$ cat src/rtl/wb_arbiter_if.sv
// Writeback arbiter bus: both writeback streams, the flush redirect, and the
// merged register-file / ROB completion side.
interface wb_arbiter_if #(
  parameter int PREG_W  = 6,
  parameter int ROBID_W = 7,
  parameter int DATA_W  = 64
);
  logic               int_valid;
  logic               int_need_to_wb;
  logic [PREG_W-1:0]  int_prd;
  logic [DATA_W-1:0]  int_result;
  logic [ROBID_W-1:0] int_robid;

  logic               mem_valid;
  logic               mem_need_to_wb;
  logic [PREG_W-1:0]  mem_prd;
  logic [DATA_W-1:0]  mem_result;
  logic [ROBID_W-1:0] mem_robid;
  logic               mem_mmio;

  logic               flush_valid;
  logic [ROBID_W-1:0] flush_robid;

  logic               rf_we;
  logic [PREG_W-1:0]  rf_waddr;
  logic [DATA_W-1:0]  rf_wdata;
  logic               cmt_valid;
  logic [ROBID_W-1:0] cmt_robid;
  logic               cmt_mmio;
  logic               mem_stall;
  logic               ovf_err;
  logic [31:0]        perf_conflict_cnt;
  logic [31:0]        perf_kill_cnt;

  // Arbiter side
  modport slave (
    input  int_valid, int_need_to_wb, int_prd, int_result, int_robid,
    input  mem_valid, mem_need_to_wb, mem_prd, mem_result, mem_robid, mem_mmio,
    input  flush_valid, flush_robid,
    output rf_we, rf_waddr, rf_wdata, cmt_valid, cmt_robid, cmt_mmio,
    output mem_stall, ovf_err, perf_conflict_cnt, perf_kill_cnt
  );

  // Execution / commit side
  modport master (
    output int_valid, int_need_to_wb, int_prd, int_result, int_robid,
    output mem_valid, mem_need_to_wb, mem_prd, mem_result, mem_robid, mem_mmio,
    output flush_valid, flush_robid,
    input  rf_we, rf_waddr, rf_wdata, cmt_valid, cmt_robid, cmt_mmio,
    input  mem_stall, ovf_err, perf_conflict_cnt, perf_kill_cnt
  );
endinterface

$ cat src/rtl/wb_arbiter.sv
// Writeback arbiter: merges integer and memory writeback into one register
// write port and one ROB completion port. Integer results win; colliding
// memory results wait in a small FIFO. A flush kills anything younger than
// the redirecting instruction. Define WB_ARB_PERF_EN to build the
// conflict/kill performance counters; otherwise they read as zero.
module wb_arbiter #(
  parameter int PREG_W  = 6,
  parameter int ROBID_W = 7,
  parameter int DATA_W  = 64,
  parameter int DEPTH   = 4
) (
  input logic         clock,
  input logic         reset,
  wb_arbiter_if.slave bus
);
  localparam int AW    = $clog2(DEPTH);
  localparam int CW    = AW + 1;
  localparam int IDX_W = ROBID_W - 1;
  localparam logic [CW-1:0] FULL_CNT  = CW'(DEPTH);
  localparam logic [CW-1:0] STALL_CNT = CW'(DEPTH - 1);

  // Wrap bit equal: larger index is younger; wrap bit differs: smaller index is younger.
  function automatic logic younger(input logic [ROBID_W-1:0] a, input logic [ROBID_W-1:0] f);
    if (a[ROBID_W-1] == f[ROBID_W-1]) return a[IDX_W-1:0] > f[IDX_W-1:0];
    else                              return a[IDX_W-1:0] < f[IDX_W-1:0];
  endfunction

  logic [DEPTH-1:0]   ent_valid;
  logic               ent_need  [DEPTH];
  logic [PREG_W-1:0]  ent_prd   [DEPTH];
  logic [DATA_W-1:0]  ent_data  [DEPTH];
  logic [ROBID_W-1:0] ent_robid [DEPTH];
  logic               ent_mmio  [DEPTH];
  logic [AW-1:0]      rd_ptr, wr_ptr;
  logic [CW-1:0]      count, count_next;

  logic [DEPTH-1:0]   kill_vec;
  logic               int_killed, mem_killed, int_ok, mem_ok;
  logic               head_live, silent_pop, fifo_drained, bypass;
  logic               pop, push_req, push, overflow;
  logic               sel_any, sel_need, sel_mmio;
  logic [PREG_W-1:0]  sel_prd;
  logic [DATA_W-1:0]  sel_data;
  logic [ROBID_W-1:0] sel_robid;

  // Kill detection, candidate selection and FIFO push/pop decisions for this cycle
  always_comb begin
    kill_vec = '0;
    for (int i = 0; i < DEPTH; i++)
      kill_vec[i] = bus.flush_valid && ent_valid[i] && younger(ent_robid[i], bus.flush_robid);
    int_killed   = bus.int_valid && bus.flush_valid && younger(bus.int_robid, bus.flush_robid);
    mem_killed   = bus.mem_valid && bus.flush_valid && younger(bus.mem_robid, bus.flush_robid);
    int_ok       = bus.int_valid && !int_killed;
    mem_ok       = bus.mem_valid && !mem_killed;
    head_live    = (count != '0) && ent_valid[rd_ptr] && !kill_vec[rd_ptr];
    silent_pop   = (count != '0) && !head_live;
    fifo_drained = (count == '0) || ((count == CW'(1)) && silent_pop);
    bypass       = !int_ok && !head_live && fifo_drained && mem_ok;
    pop          = silent_pop || (!int_ok && head_live);
    push_req     = mem_ok && !bypass;
    overflow     = push_req && (count == FULL_CNT) && !pop;
    push         = push_req && !overflow;
    count_next   = count + CW'(push) - CW'(pop);

    sel_any   = 1'b0;
    sel_need  = 1'b0;
    sel_prd   = '0;
    sel_data  = '0;
    sel_robid = '0;
    sel_mmio  = 1'b0;
    if (int_ok) begin
      sel_any   = 1'b1;
      sel_need  = bus.int_need_to_wb;
      sel_prd   = bus.int_prd;
      sel_data  = bus.int_result;
      sel_robid = bus.int_robid;
    end else if (head_live) begin
      sel_any   = 1'b1;
      sel_need  = ent_need[rd_ptr];
      sel_prd   = ent_prd[rd_ptr];
      sel_data  = ent_data[rd_ptr];
      sel_robid = ent_robid[rd_ptr];
      sel_mmio  = ent_mmio[rd_ptr];
    end else if (bypass) begin
      sel_any   = 1'b1;
      sel_need  = bus.mem_need_to_wb;
      sel_prd   = bus.mem_prd;
      sel_data  = bus.mem_result;
      sel_robid = bus.mem_robid;
      sel_mmio  = bus.mem_mmio;
    end
  end

  // Memory-result FIFO: kill clears valid bits, pop frees the head, push appends
  always_ff @(posedge clock or posedge reset) begin
    if (reset) begin
      rd_ptr    <= '0;
      wr_ptr    <= '0;
      count     <= '0;
      ent_valid <= '0;
      for (int i = 0; i < DEPTH; i++) begin
        ent_need[i]  <= 1'b0;
        ent_prd[i]   <= '0;
        ent_data[i]  <= '0;
        ent_robid[i] <= '0;
        ent_mmio[i]  <= 1'b0;
      end
    end else begin
      for (int i = 0; i < DEPTH; i++)
        if (kill_vec[i]) ent_valid[i] <= 1'b0;
      if (pop) begin
        ent_valid[rd_ptr] <= 1'b0;
        rd_ptr            <= rd_ptr + 1'b1;
      end
      if (push) begin
        ent_valid[wr_ptr] <= 1'b1;
        ent_need[wr_ptr]  <= bus.mem_need_to_wb;
        ent_prd[wr_ptr]   <= bus.mem_prd;
        ent_data[wr_ptr]  <= bus.mem_result;
        ent_robid[wr_ptr] <= bus.mem_robid;
        ent_mmio[wr_ptr]  <= bus.mem_mmio;
        wr_ptr            <= wr_ptr + 1'b1;
      end
      count <= count_next;
    end
  end

  // Registered output stage plus stall request and sticky overflow flag
  always_ff @(posedge clock or posedge reset) begin
    if (reset) begin
      bus.cmt_valid <= 1'b0;
      bus.rf_we     <= 1'b0;
      bus.rf_waddr  <= '0;
      bus.rf_wdata  <= '0;
      bus.cmt_robid <= '0;
      bus.cmt_mmio  <= 1'b0;
      bus.mem_stall <= 1'b0;
      bus.ovf_err   <= 1'b0;
    end else begin
      bus.cmt_valid <= sel_any;
      bus.rf_we     <= sel_any && sel_need;
      bus.rf_waddr  <= sel_prd;
      bus.rf_wdata  <= sel_data;
      bus.cmt_robid <= sel_robid;
      bus.cmt_mmio  <= sel_mmio;
      bus.mem_stall <= (count_next >= STALL_CNT);
      bus.ovf_err   <= bus.ovf_err || overflow;
    end
  end

`ifdef WB_ARB_PERF_EN
  logic [31:0] kill_num;
  logic [32:0] kill_sum;

  // Number of FIFO entries and incoming candidates killed this cycle
  always_comb begin
    kill_num = 32'($countones(kill_vec)) + 32'(int_killed) + 32'(mem_killed);
    kill_sum = {1'b0, bus.perf_kill_cnt} + {1'b0, kill_num};
  end

  // Conflict counter wraps; kill counter saturates at all-ones
  always_ff @(posedge clock or posedge reset) begin
    if (reset) begin
      bus.perf_conflict_cnt <= '0;
      bus.perf_kill_cnt     <= '0;
    end else begin
      if (bus.int_valid && bus.mem_valid)
        bus.perf_conflict_cnt <= bus.perf_conflict_cnt + 32'd1;
      bus.perf_kill_cnt <= kill_sum[32] ? '1 : kill_sum[31:0];
    end
  end
`else
  assign bus.perf_conflict_cnt = '0;
  assign bus.perf_kill_cnt     = '0;
`endif

endmodule
$ cat src/flat_wrapper.sv
// flat-port wrapper written by rule: the top's interface ports become plain ports
module wb_arbiter_flat 
#(
  parameter int PREG_W  = 6,
  parameter int ROBID_W = 7,
  parameter int DATA_W  = 64,
  parameter int DEPTH   = 4
)
  (clock, reset, bus_int_valid, bus_int_need_to_wb, bus_int_prd, bus_int_result, bus_int_robid, bus_mem_valid, bus_mem_need_to_wb, bus_mem_prd, bus_mem_result, bus_mem_robid, bus_mem_mmio, bus_flush_valid, bus_flush_robid, bus_rf_we, bus_rf_waddr, bus_rf_wdata, bus_cmt_valid, bus_cmt_robid, bus_cmt_mmio, bus_mem_stall, bus_ovf_err, bus_perf_conflict_cnt, bus_perf_kill_cnt);
  wb_arbiter_if #(.PREG_W(PREG_W), .ROBID_W(ROBID_W), .DATA_W(DATA_W)) bus_i ();
  input logic clock;
  input logic reset;
  input wire logic [$bits(bus_i.int_valid)-1:0] bus_int_valid;
  input wire logic [$bits(bus_i.int_need_to_wb)-1:0] bus_int_need_to_wb;
  input wire logic [$bits(bus_i.int_prd)-1:0] bus_int_prd;
  input wire logic [$bits(bus_i.int_result)-1:0] bus_int_result;
  input wire logic [$bits(bus_i.int_robid)-1:0] bus_int_robid;
  input wire logic [$bits(bus_i.mem_valid)-1:0] bus_mem_valid;
  input wire logic [$bits(bus_i.mem_need_to_wb)-1:0] bus_mem_need_to_wb;
  input wire logic [$bits(bus_i.mem_prd)-1:0] bus_mem_prd;
  input wire logic [$bits(bus_i.mem_result)-1:0] bus_mem_result;
  input wire logic [$bits(bus_i.mem_robid)-1:0] bus_mem_robid;
  input wire logic [$bits(bus_i.mem_mmio)-1:0] bus_mem_mmio;
  input wire logic [$bits(bus_i.flush_valid)-1:0] bus_flush_valid;
  input wire logic [$bits(bus_i.flush_robid)-1:0] bus_flush_robid;
  output wire logic [$bits(bus_i.rf_we)-1:0] bus_rf_we;
  output wire logic [$bits(bus_i.rf_waddr)-1:0] bus_rf_waddr;
  output wire logic [$bits(bus_i.rf_wdata)-1:0] bus_rf_wdata;
  output wire logic [$bits(bus_i.cmt_valid)-1:0] bus_cmt_valid;
  output wire logic [$bits(bus_i.cmt_robid)-1:0] bus_cmt_robid;
  output wire logic [$bits(bus_i.cmt_mmio)-1:0] bus_cmt_mmio;
  output wire logic [$bits(bus_i.mem_stall)-1:0] bus_mem_stall;
  output wire logic [$bits(bus_i.ovf_err)-1:0] bus_ovf_err;
  output wire logic [$bits(bus_i.perf_conflict_cnt)-1:0] bus_perf_conflict_cnt;
  output wire logic [$bits(bus_i.perf_kill_cnt)-1:0] bus_perf_kill_cnt;
  assign bus_i.int_valid = bus_int_valid;
  assign bus_i.int_need_to_wb = bus_int_need_to_wb;
  assign bus_i.int_prd = bus_int_prd;
  assign bus_i.int_result = bus_int_result;
  assign bus_i.int_robid = bus_int_robid;
  assign bus_i.mem_valid = bus_mem_valid;
  assign bus_i.mem_need_to_wb = bus_mem_need_to_wb;
  assign bus_i.mem_prd = bus_mem_prd;
  assign bus_i.mem_result = bus_mem_result;
  assign bus_i.mem_robid = bus_mem_robid;
  assign bus_i.mem_mmio = bus_mem_mmio;
  assign bus_i.flush_valid = bus_flush_valid;
  assign bus_i.flush_robid = bus_flush_robid;
  assign bus_rf_we = bus_i.rf_we;
  assign bus_rf_waddr = bus_i.rf_waddr;
  assign bus_rf_wdata = bus_i.rf_wdata;
  assign bus_cmt_valid = bus_i.cmt_valid;
  assign bus_cmt_robid = bus_i.cmt_robid;
  assign bus_cmt_mmio = bus_i.cmt_mmio;
  assign bus_mem_stall = bus_i.mem_stall;
  assign bus_ovf_err = bus_i.ovf_err;
  assign bus_perf_conflict_cnt = bus_i.perf_conflict_cnt;
  assign bus_perf_kill_cnt = bus_i.perf_kill_cnt;
  wb_arbiter #(.PREG_W(PREG_W), .ROBID_W(ROBID_W), .DATA_W(DATA_W), .DEPTH(DEPTH)) u_core (.clock(clock), .reset(reset), .bus(bus_i));
endmodule
$ cat config.mk
export PLATFORM = sky130hd
export DESIGN_NAME = wb_arbiter_flat
export DESIGN_NICKNAME = d
export VERILOG_FILES = /design/src/rtl/wb_arbiter_if.sv /design/src/rtl/wb_arbiter.sv /design/src/flat_wrapper.sv
export SDC_FILE = /design/constraint.sdc
export NUM_CORES = 1
export LEC_CHECK = 0
export BUFFER_PORTS_ARGS = -buffer_cell sky130_fd_sc_hd__buf_4
export CAP_MARGIN = 20
export CORE_MARGIN = 2
export CORE_UTILIZATION = 40
export DETAILED_ROUTE_END_ITERATION = 10
export GPL_TIMING_DRIVEN = 1
export PLACE_DENSITY = 0.6
export SLEW_MARGIN = 20
export SYNTH_ARGS = -nofsm -noshare
export SYNTH_HDL_FRONTEND = slang
export SYNTH_SLANG_ARGS = --single-unit
$ cat constraint.sdc
create_clock -name clock -period 16.84 [get_ports clock]
set_input_delay 0.842 -clock clock [delete_from_list [all_inputs] [get_ports clock]]
set_output_delay 0.842 -clock clock [all_outputs]
set_load 0.01 [all_outputs]
==> reports/metrics.yaml <==
outcome:
  outcome: "finished, final reports clean"
power_and_ir_drop:
  p_leak_nw: 10.2
  peakVddDrop_mv: 0.116
  p_per_area_nw_per_um2: 192
  total_power_mw: 4.42
grt:
  track_usage_pct: 18.9
  grt_start_max_net_pins: 110
  grt_overflow: 0
  grt_pass1_vias: 13372
  antenna_found_initial: 2
  grt_pass1_wl_um: 75100
placement:
  post-dp-hpwl_um: 29000
  io_buffers: 250
  gp_congestion: 0.805
route:
  firstDrtPassIters: 5
  ant_nets: 0
  via_per_inst: 5.42
  drtIter0Drc: 649
  drcViolationCount: 0
  vias: 12355
  wl_per_cell_um: 20.9
  drt-total-wl_um: 47600
clocking:
  clock_sinks: 409
  clkLatencyLatePin_ns: 0.58
  clkSlewWorstSetupHoldPaths_ns: 0.06
  cts_resized: 0
  cts_tree: "yes"
  postCtsHoldBufs: 0
  postCtsSetupBuffers: 0
  cts-root-buf: "clkbuf_16"
  cts.path.max_buffers: 3
  cts_buffers: 46
  htreeDepth: 2
floorplanning:
  dieHeight_um: 225
  top_level_ports: 315
  die-area_um2: 50600
  die_x_um: 225
  core-area_um2: 47900
  row_count: 80
  initial_core_util_pct: 40.7
yosys:
  synthAdderAreaFrac_pct: 3.05
  ys_ff_latch: 409
  synth_top_family_by_area: "multiplexers"
  synth_mux_area_share_pct: 27.5
  synth-compound-area-share_pct: 6.09
  synthFlopType: "dfrtp_1"
  synth.distinct_cells: 58
  ys_seq_area_share_pct: 52.4
  yosys.area_share.xor_xnor_pct: 0.448
  synth_edf_count: 0
  syn_inst: 1398
  synth-async-reset-ratio_pct: 100
  syn_avg_cell_area_um2: 14.0
  yosys.area_share.simple_pct: 4.66
  yosysWarnings: 0
  synth_area_um2: 19500
timing:
  setup_viol: 0
  finalCritPeriodShare_pct: 33.1
  period_needed_ns: 5.58
  clock_skew_ns: 0.0224
  max_freq_ghz: 0.179
  finalHoldViolCount: 0
  tns_ns: 0
  slew_violations: 0
  grt_setup_unrepaired: "no"
  tightest_slew_ns: 1.11
  relSlewSlack_pct: 26.3
cells_and_area:
  area_growth_pct: 17.8
  fin_nets: 1845
  layout-drive-gt1-share_pct: 31.3
worst_setup_path:
  critPathMaxStageDelay_ns: 0.91
  slowest_stage: "buf_4"
  cp_top_family: "buffers and inverters"
  path_cells: "buf_4 -> nand2_1 -> nor3b_1 -> a221oi_1 -> o221a_2 -> and3_4 -> buf_4 -> a21boi_1 -> ha_1 -> inv_1 -> ha_1 -> fa_1 -> xnor2_1 -> a21o_1"
  path_max_fanout: 64
  critPathCaptureType: "flip-flop"
  crit_type: "reg2reg"
  worst_ep_arrival_time_ns: 6.05
  path_buf_inv: 3
  cp_data_required_time_ns: 17.31
  start_kind: "flip-flop"
job:
  cap_viol_max_count: 0
min_path:
  hp-class: "in2async"
-- synthesized netlist by cell type, drive strengths merged (4+ instances only) --
cell type / count / share of area (%)
a211oi: 7 / 0.53
a21o: 7 / 0.27
a21oi: 9 / 0.23
a221oi: 78 / 3.5
buf: 102 / 4.5
clkbuf: 49 / 0.94
dfrtp: 409 / 52
ha: 46 / 2.9
inv: 23 / 0.44
mux2: 314 / 18
mux2i: 5 / 0.26
mux4: 79 / 9.1
nand2: 28 / 0.54
nand3: 4 / 0.10
nand4: 5 / 0.16
nor2: 161 / 3.1
nor2b: 6 / 0.19
o21ai: 8 / 0.20
o21bai: 5 / 0.19
xnor2: 5 / 0.22
xor2: 5 / 0.22
-- through the flow --
step | area [um^2] | cells | hold WS (ns) | worst slack (ns) | util, %
2_1_floorplan | 19800 | 1461 | 0.452 | 4.62 | -
3_3_place_gp | 21600 | 2196 | 0.461 | 11.29 | 45.0
3_5_place_dp | 21600 | 2196 | 0.469 | 11.17 | 45.0
4_1_cts | 23000 | 2279 | 0.444 | 11.20 | 48.0
5_1_grt | 23000 | 2279 | 0.452 | 10.98 | 48.0
6_report | 23000 | 2280 | 0.419 | 11.26 | 48.0
-- final cells by class --
| type | instances | area (um^2) |
|---|---|---|
| Inverter | 24 | 98.8 |
| Antenna cell | 1 | 2.50 |
| Fill cell | 4193 | 24900 |
| Tap cell | 615 | 769 |
| Clock inverter | 16 | 130 |
| Sequential cell | 409 | 10200 |
| Clock buffer | 67 | 1310 |
| Multi-Input combinational cell | 877 | 8420 |
| Timing Repair Buffer | 271 | 2050 |
-- report_power, final --
group	switching, mW	internal, mW	total [mW]	leakage [nW]
Clock	0.407	0.556	0.963	0.713
Combinational	0.792	0.919	1.71	4.58
Sequential	0.264	1.48	1.75	4.90
-- per-layer routing --
| layer | vias up | part of all wire (%) | track usage [%] |
|---|---|---|---|
| li1 | 5479 | - | - |
| met1 | 6492 | 44 | 25.6 |
| met2 | 314 | 48 | 30.8 |
| met3 | 68 | 6.0 | 4.26 |
| met4 | 2 | 2.0 | 5.13 |
| met5 | - | 0.023 | 0 |
-- sequential cells by signal, summed over array words and instances, names as in the netlist, 2 cells and up --
register              count
u_core.ent_need           4
u_core.ent_prd           24
u_core.ent_valid          4
u_core.ent_mmio           4
u_core.ent_robid         28
u_core.count              3
u_core.wr_ptr             2
u_core.rd_ptr             2
u_core.bus.rf_waddr       6
u_core.ent_data         256
u_core.bus.rf_wdata      64
u_core.bus.cmt_robid      7
-- logic make-up (layout without fill, tap and decap cells) --
family | after synthesis | in the layout
flops | 409 | 409
mux | 398 | 398
simple gates | 218 | 218
buf+inv | 175 | 378
compound gates | 140 | 140
fa+ha+maj | 47 | 47
xor+xnor | 10 | 10
other cells | 1 | 65
-- worst paths after layout --
| kind | from | slack (ns) | endpoint | depth (start not counted) |
|---|---|---|---|---|
| max | u_core.rd_ptr[1] | 11.26 | u_core.bus.mem_stall | 14 |
| min | reset | 0.42 | u_core.bus.rf_wdata[29] | 2 |
| max reg2reg | u_core.rd_ptr[1] | 11.26 | u_core.bus.mem_stall | 14 |
| min reg2reg | u_core.ent_prd[8] | 0.48 | u_core.ent_prd[8] | 1 |
| max in group asynchronous | reset | 15.06 | u_core.ent_data[183] | 3 |
| min in group clock | bus_int_result[46] | 0.48 | u_core.bus.rf_wdata[46] | 3 |
-- cell usage in the layout (no fill, tap or decap), drive strengths merged, types with 6 or more instances in the layout --
cell type and count:
buf 271, mux2 314, clkbuf 67, nor2b 6, a21oi 9, nand2 28
nor2 161, a21o 7, inv 24, a211oi 7, clkinv 14, mux4 79
o21ai 8, conb 64, a221oi 78, dfrtp 409, ha 46
Power figures use the tool's default switching activity.
